==> src/rtl/cust_queue_v2.sv <==
// cust_queue_v2: {customer number, service time} FIFO, any DEPTH, with flags.
// Define CQ_DBG_EN to add the qdbg occupancy snapshot port.
module cust_queue_v2 #(
  parameter int DT_SZ  = 4,
  parameter int DEPTH  = 3,
  parameter int AF_LVL = 2,
  localparam int PTR_W = $clog2(DEPTH),
  localparam int CNT_W = $clog2(DEPTH+1)
)(
  input  logic             clk,
  input  logic             rst_n,
  input  logic             flush,
  input  logic             we,
  input  logic [DT_SZ-1:0] dn,
  input  logic [DT_SZ-1:0] dt,
  input  logic             re,
  output logic [DT_SZ-1:0] qn,
  output logic [DT_SZ-1:0] qt,
  output logic [CNT_W-1:0] cnt,
  output logic             full,
  output logic             empty,
  output logic             afull,
  output logic             ovf,
  output logic             udf
`ifdef CQ_DBG_EN
  ,
  output logic [DEPTH*2*DT_SZ-1:0] qdbg
`endif
);

  localparam int EW = 2*DT_SZ;

  logic [EW-1:0]    mem_q [DEPTH];
  logic [EW-1:0]    mem_d [DEPTH];
  logic [PTR_W-1:0] hd_q, hd_d;
  logic [PTR_W-1:0] tl_q, tl_d;
  logic [CNT_W-1:0] cnt_q, cnt_d;
  logic             ovf_q, ovf_d;
  logic             udf_q, udf_d;
  logic             rd_ok, wr_ok;

  function automatic logic [PTR_W-1:0] nxt(input logic [PTR_W-1:0] p);
    return (p == PTR_W'(DEPTH-1)) ? '0 : p + 1'b1;
  endfunction

  assign cnt   = cnt_q;
  assign full  = (cnt_q == CNT_W'(DEPTH));
  assign empty = (cnt_q == '0);
  assign afull = (cnt_q >= CNT_W'(AF_LVL));
  assign ovf   = ovf_q;
  assign udf   = udf_q;
  assign qn    = empty ? '0 : mem_q[hd_q][EW-1 -: DT_SZ];
  assign qt    = empty ? '0 : mem_q[hd_q][DT_SZ-1:0];

  // A pop frees a slot, so a full queue still accepts a same-cycle push.
  assign rd_ok = re && !empty;
  assign wr_ok = we && (!full || rd_ok);

  always_comb begin
    mem_d = mem_q;
    hd_d  = hd_q;
    tl_d  = tl_q;
    cnt_d = cnt_q;
    ovf_d = ovf_q;
    udf_d = udf_q;
    if (flush) begin
      hd_d  = '0;
      tl_d  = '0;
      cnt_d = '0;
      ovf_d = 1'b0;
      udf_d = 1'b0;
    end else begin
      if (wr_ok) begin
        mem_d[tl_q] = {dn, dt};
        tl_d = nxt(tl_q);
      end
      if (rd_ok) hd_d = nxt(hd_q);
      unique case ({wr_ok, rd_ok})
        2'b10:   cnt_d = cnt_q + 1'b1;
        2'b01:   cnt_d = cnt_q - 1'b1;
        default: cnt_d = cnt_q;
      endcase
      if (we && full && !rd_ok) ovf_d = 1'b1;
      if (re && empty) udf_d = 1'b1;
    end
  end

  always_ff @(posedge clk or negedge rst_n) begin
    if (!rst_n) begin
      for (int i = 0; i < DEPTH; i++) mem_q[i] <= '0;
      hd_q  <= '0;
      tl_q  <= '0;
      cnt_q <= '0;
      ovf_q <= 1'b0;
      udf_q <= 1'b0;
    end else begin
      mem_q <= mem_d;
      hd_q  <= hd_d;
      tl_q  <= tl_d;
      cnt_q <= cnt_d;
      ovf_q <= ovf_d;
      udf_q <= udf_d;
    end
  end

`ifdef CQ_DBG_EN
  // Oldest valid entry lands in the top slot; unused slots read zero.
  always_comb begin
    int idx;
    qdbg = '0;
    idx  = 0;
    for (int i = 0; i < DEPTH; i++) begin
      idx = int'(hd_q) + i;
      if (idx >= DEPTH) idx = idx - DEPTH;
      if (i < int'(cnt_q))
        qdbg[(DEPTH-1-i)*EW +: EW] = mem_q[idx[PTR_W-1:0]];
    end
  end
`endif

endmodule

==> config.mk <==
export PLATFORM = sky130hd
export DESIGN_NAME = cust_queue_v2
export DESIGN_NICKNAME = d
export VERILOG_FILES = /design/src/rtl/cust_queue_v2.sv
export SDC_FILE = /design/constraint.sdc
export NUM_CORES = 1
export LEC_CHECK = 0
export CORE_MARGIN = 10
export CORE_UTILIZATION = 51
export CTS_CLUSTER_DIAMETER = 200
export DETAILED_ROUTE_END_ITERATION = 10
export PLACE_DENSITY_LB_ADDON = 0.1
export SLEW_MARGIN = 20
export SYNTH_ARGS = -nofsm -noshare
export SYNTH_HDL_FRONTEND = slang
export SYNTH_SLANG_ARGS = --single-unit
==> constraint.sdc <==
create_clock -name clk -period 1.71 [get_ports clk]
set_clock_uncertainty 0.05 [all_clocks]
set_input_delay 0.342 -clock clk [delete_from_list [all_inputs] [get_ports clk]]
set_output_delay 0.342 -clock clk [all_outputs]
set_load 0.1 [all_outputs]
* After elaboration in Yosys (flattened, before gate mapping)
Index checks and enable logic that the tools add are counted.
Cells by class: bitwise operators 3, reductions and logical operators 17, muxes and demuxes 20, equality and inequality tests 5, magnitude comparators 4, add/sub/neg operators 4
Operators with widths (number):
- $bwmux W24 | 1
- $mux W8 | 3
- $bmux W8 S2 | 1
- $demux W8 S2 | 1
- $mux W2 | 7
- $eq A2 B2 Y1 const B | 4
- $mux W4 | 2
- $reduce_bool A2 Y1 | 4
- $add A2 B1 Y2 const B | 3
- $ge A3 B3 Y1 const B | 2
- $logic_and A1 B1 Y1 | 6
- $not A2 Y3 | 2
- $mux W1 | 4
- $pmux W2 S2 | 1
- $logic_not A1 Y1 | 3
- $lt A3 B1 Y1 const B | 1
- $reduce_bool A3 Y1 | 1
- $eq A2 B1 Y1 const B | 1
- $ge A2 B2 Y1 const B | 1
- $logic_not A2 Y1 | 1
- $reduce_and A2 Y1 | 1
- $sub A2 B1 Y2 const B | 1
- $logic_or A1 B1 Y1 | 1
- $not A1 Y1 | 1
Word-level totals: input bits 13, logic and storage cells 61, output and inout port bits 15, register bits after elaboration 32

* Longest topological paths before layout
depth in word-level cells 8, mapped depth 4, mapped depth without buffers 3

* Worst setup path after synthesis
OpenSTA, ideal clock, no wires.
path type register -> output, start point reg cnt_q[1] (netlist: cnt[1]), end point out qn[0], cell stages (with the launch flop) 4, arrival time 3042 ps, path buffers 1, setup slack -1724 ps, data required time 1318 ps, cell sequence dfrtp_1 > buf_2 > nor2_2 > a21oi_1
On the way: word-level cells in the longest chain between the ends 2
RTL lines:
- start, declared | RTL line 37 | logic [CNT_W-1:0] cnt_q, cnt_d;
- start signal, assigned | RTL line 100 | cnt_q <= cnt_d;
- $logic_not A2 Y1 | RTL line 48 | assign empty = (cnt_q == '0);
- via empty | RTL line 21 | output logic empty,
- $mux W4 | RTL line 52 | assign qn = empty ? '0 : mem_q[hd_q][EW-1 -: DT_SZ];
- end, declared | RTL line 17 | output logic [DT_SZ-1:0] qn,
The timed path passes the listed nets, and every way through them passes these cells.

* Worst setup path in the final report
start point reg hd_q[0], end point out qt[1]
On the way: word-level cells in the longest chain between the ends 5
RTL lines:
- start, declared | RTL line 35 | logic [PTR_W-1:0] hd_q, hd_d;
- start signal, assigned | RTL line 91 | hd_q <= '0;
- start signal, assigned | RTL line 98 | hd_q <= hd_d;
- $not A2 Y3 (not written as such) | RTL line 53 | assign qt = empty ? '0 : mem_q[hd_q][DT_SZ-1:0];
- $bmux W8 S2 | RTL line 53
- $mux W8 (not written as such) (2 in a row) | RTL line 53
- $mux W4 | RTL line 53
- end, declared | RTL line 18 | output logic [DT_SZ-1:0] qt,
Every way passes these cells. The select of a mux whose other input is x is not followed.

==> summary.txt <==
status: finished with violations
failing checks: negative setup slack
dpl cells: 194
vias in the first global route: 1,378
routed vias: 1,228
Starting Density: 55.1%
DRT Pass-1 Iters: 4
GP Congestion: 0.754
Mapped Area: 0.00156 mm2
die span in y: 75.3 um
Yosys warnings: 0
Crit Path Category: register to output port
crit start category: register
CP delay by family, top: flip-flops
top-count cell post-synth: dfrtp_1
first-pass GRT wire length: 6480 um
Synth area leader: dfrtp_1
FF-to-FF Start: cnt[0]
Yosys top cell area share: 51.4%
Peak VDD IR: 0.778 mV
Die Wd: 75.3 um
Worst slew margin: 72.8%
IO Port Bufs: 27
I/O pin count: 28
Commonest cells post-synth: dfrtp_1, mux2_2, a21oi_1, nand2_1
most common cell type on the critical path: buf_12
worst slew pin tran: 0.408 ns
Core Region: 0.00283 mm2
met3 Use GR: 6.57%
Slew Limit Fails: 0
cts bufs inserted: 5
Cell Chain, Critical Path: buf_12, mux2i_1, or2_4, a21oi_4, buf_12
Area Growth Syn to Fin: 54.7%
DRT Wirelength: 4490 um
MaxCap Viol Count: 0
Net count, final: 190
worst-case clock buffer depth: 2
Crit. End Element: output port
hold crit path type: input port to asynchronous set/reset pin
initial antenna violation count: 0
share of cells above drive strength 1: 52.2%
Synthesized Nets: 146
Setup TNS: -2.93 ns
min setup slack post-route: -0.385 ns
Root Buffer: clkbuf_4
largest net degree at the start of global routing: 33
library cells used by synthesis: 28
Leak Pwr: 0.995 nW
Worst Path Arrival: 1.70 ns
critical path peak fanout: 6
Global Route met1 Usage: 16.0%
CTS tree: built
crit path buf inv count: 2
Worst Path Required: 1.32 ns
CP max stage cell: dfrtp_2
Antenna Cells: 0
Top FF cell, synth: dfrtp_1
final worst path period need: 2.09 ns
Yosys reg bits: 32
std cell rows: 19
Clk pin slew, worst setup/hold paths: 0.12 ns
Via density: 5.88
DIE AREA: 0.00566 mm2
fillcell total: 144
Non-Filler Instances: 209
First DRT Iteration DRCs: 93
global route overflow: 0
fmax: 477 MHz
GRT Total Usage: 15.6%
Power Dens Cells: 1080 mW/mm2
final worst path period share: 123%
Clock Latency Late Sink: 0.35 ns
post-layout util: 85.2%
Synth area leaders: dfrtp_1, mux2_2, mux2i_1, a21oi_1, or2_2
Final setup viols: 9
number of synthesized flops with an enable pin: 0
cell count after synthesis: 133
H-tree levels: 2
ys async rst share: 100%
GRT busiest layer: met2
Global Route met2 Usage: 26.0%
DP HPWL: 2680 um
Mean Syn Cell Area: 11.7 um2
sequential-to-total area share from yosys stat: 51.4%
CTS sink count: 32
max incr delay on CP: 0.46 ns
RSZ-0062 raised after global routing: yes
Post-route DRC: 0
Fin. Hold Viols: 0
Routed Antenna Nets: 0
Crit. Startpoint: hd_q[0]
wire per inst: 21.5 um
-- cell type report --
class                           instances  area [um2]  share of cell area, %
Multi-Input combinational cell         93         838                   34.8
Sequential cell                        32         810                   33.6
Timing Repair Buffer                   45         647                   26.8
Clock buffer                            6        41.3                   1.71
Tap cell                               31        38.8                   1.61
Clock inverter                          2        35.0                   1.45
-- cells by family (layout without fill, tap and decap cells) --
kind of cell | count (synthesis) | count (layout) | synth area share (%)
muxes | 32 | 32 | 22.5
AOI/OAI and AO/OA | 20 | 20 | 7.15
and+or+nand+nor | 41 | 41 | 16.5
DFF | 32 | 32 | 51.4
buffers and inverters | 8 | 53 | 2.49
-- worst register-to-register path, delay by kind of cell (launching register included) --
kind | cells | cell delay [ns]
mux | 1 | 0.41
simple gates | 2 | 0.43
flops | 1 | 0.52
buf+inv | 1 | 0.18
-- layer usage --
metal	vias to the layer above	share of wire, %	wire (um)
met5	-	0	0
met3	8	6.2	276
met2	42	54	2410
met4	0	2.0	89
met1	621	38	1710
li1	557	-	-
-- repair_timing --
item                                    in CTS  in global routing
hold buffers                                 0                  0
endpoints found under the setup margin      10                 10
pin swaps                                    2                  9
resized for setup                            5                 12
setup buffers                                4                  1
cloned                                       1                  1
-- through the flow --
stage	instance area, um2	hold WS (ns)	power (mW)	worst slack (ns)
final	2410	0.314	2.60	-0.385
after floorplan	1680	-0.00359	1.61	-0.581
after detailed placement	2190	0.436	1.91	-0.212
after global placement	2190	0.428	1.87	-0.169
after CTS	2340	0.356	2.52	-0.350
after global routing	2410	0.338	2.70	-0.428
-- path summary, 6_finish.rpt --
| check | to | slack [ns] | depth (start not counted) |
|---|---|---|---|
| worst max-delay path | qt[1] | -0.38 | 5 |
| worst min-delay path | mem_q[9] | 0.31 | 2 |
| worst max register to register | mem_q[9] | 0.03 | 4 |
| worst min register to register | mem_q[12] | 0.47 | 1 |
| max in group asynchronous | cnt[0] | 0.95 | 2 |
| min in group clk | mem_q[12] | 0.47 | 1 |
-- report_power, final --
group | internal, mW | switching (mW)
sequential | 0.925 | 0.103
combinational | 0.473 | 0.511
clock | 0.306 | 0.281
-- layout by cell type, fill, tap and decap left out, types with 2 or more instances in the layout --
master	netlist	final
buf_12	0	17
dfrtp_4	0	2
buf_4	1	11
mux2_2	23	23
a21oi_4	0	8
clkbuf_4	0	5
or2_4	0	8
clkdlybuf4s50_1	0	12
nor2b_1	3	2
nand2_1	11	11
nor3b_2	2	2
nand3_2	3	3
nor2_1	2	2
a21oi_1	13	5
o21ai_0	3	3
mux2i_1	8	8
nand2b_1	3	3
dfrtp_1	32	29
clkbuf_16	0	2
-- flip-flops by register name (all words and copies together) (netlist names) --
name,count
ovf,1
tl_q,2
cnt,2
mem_q,24
hd_q,2
udf,1
No activity file was read; power rests on OpenSTA's default activity.
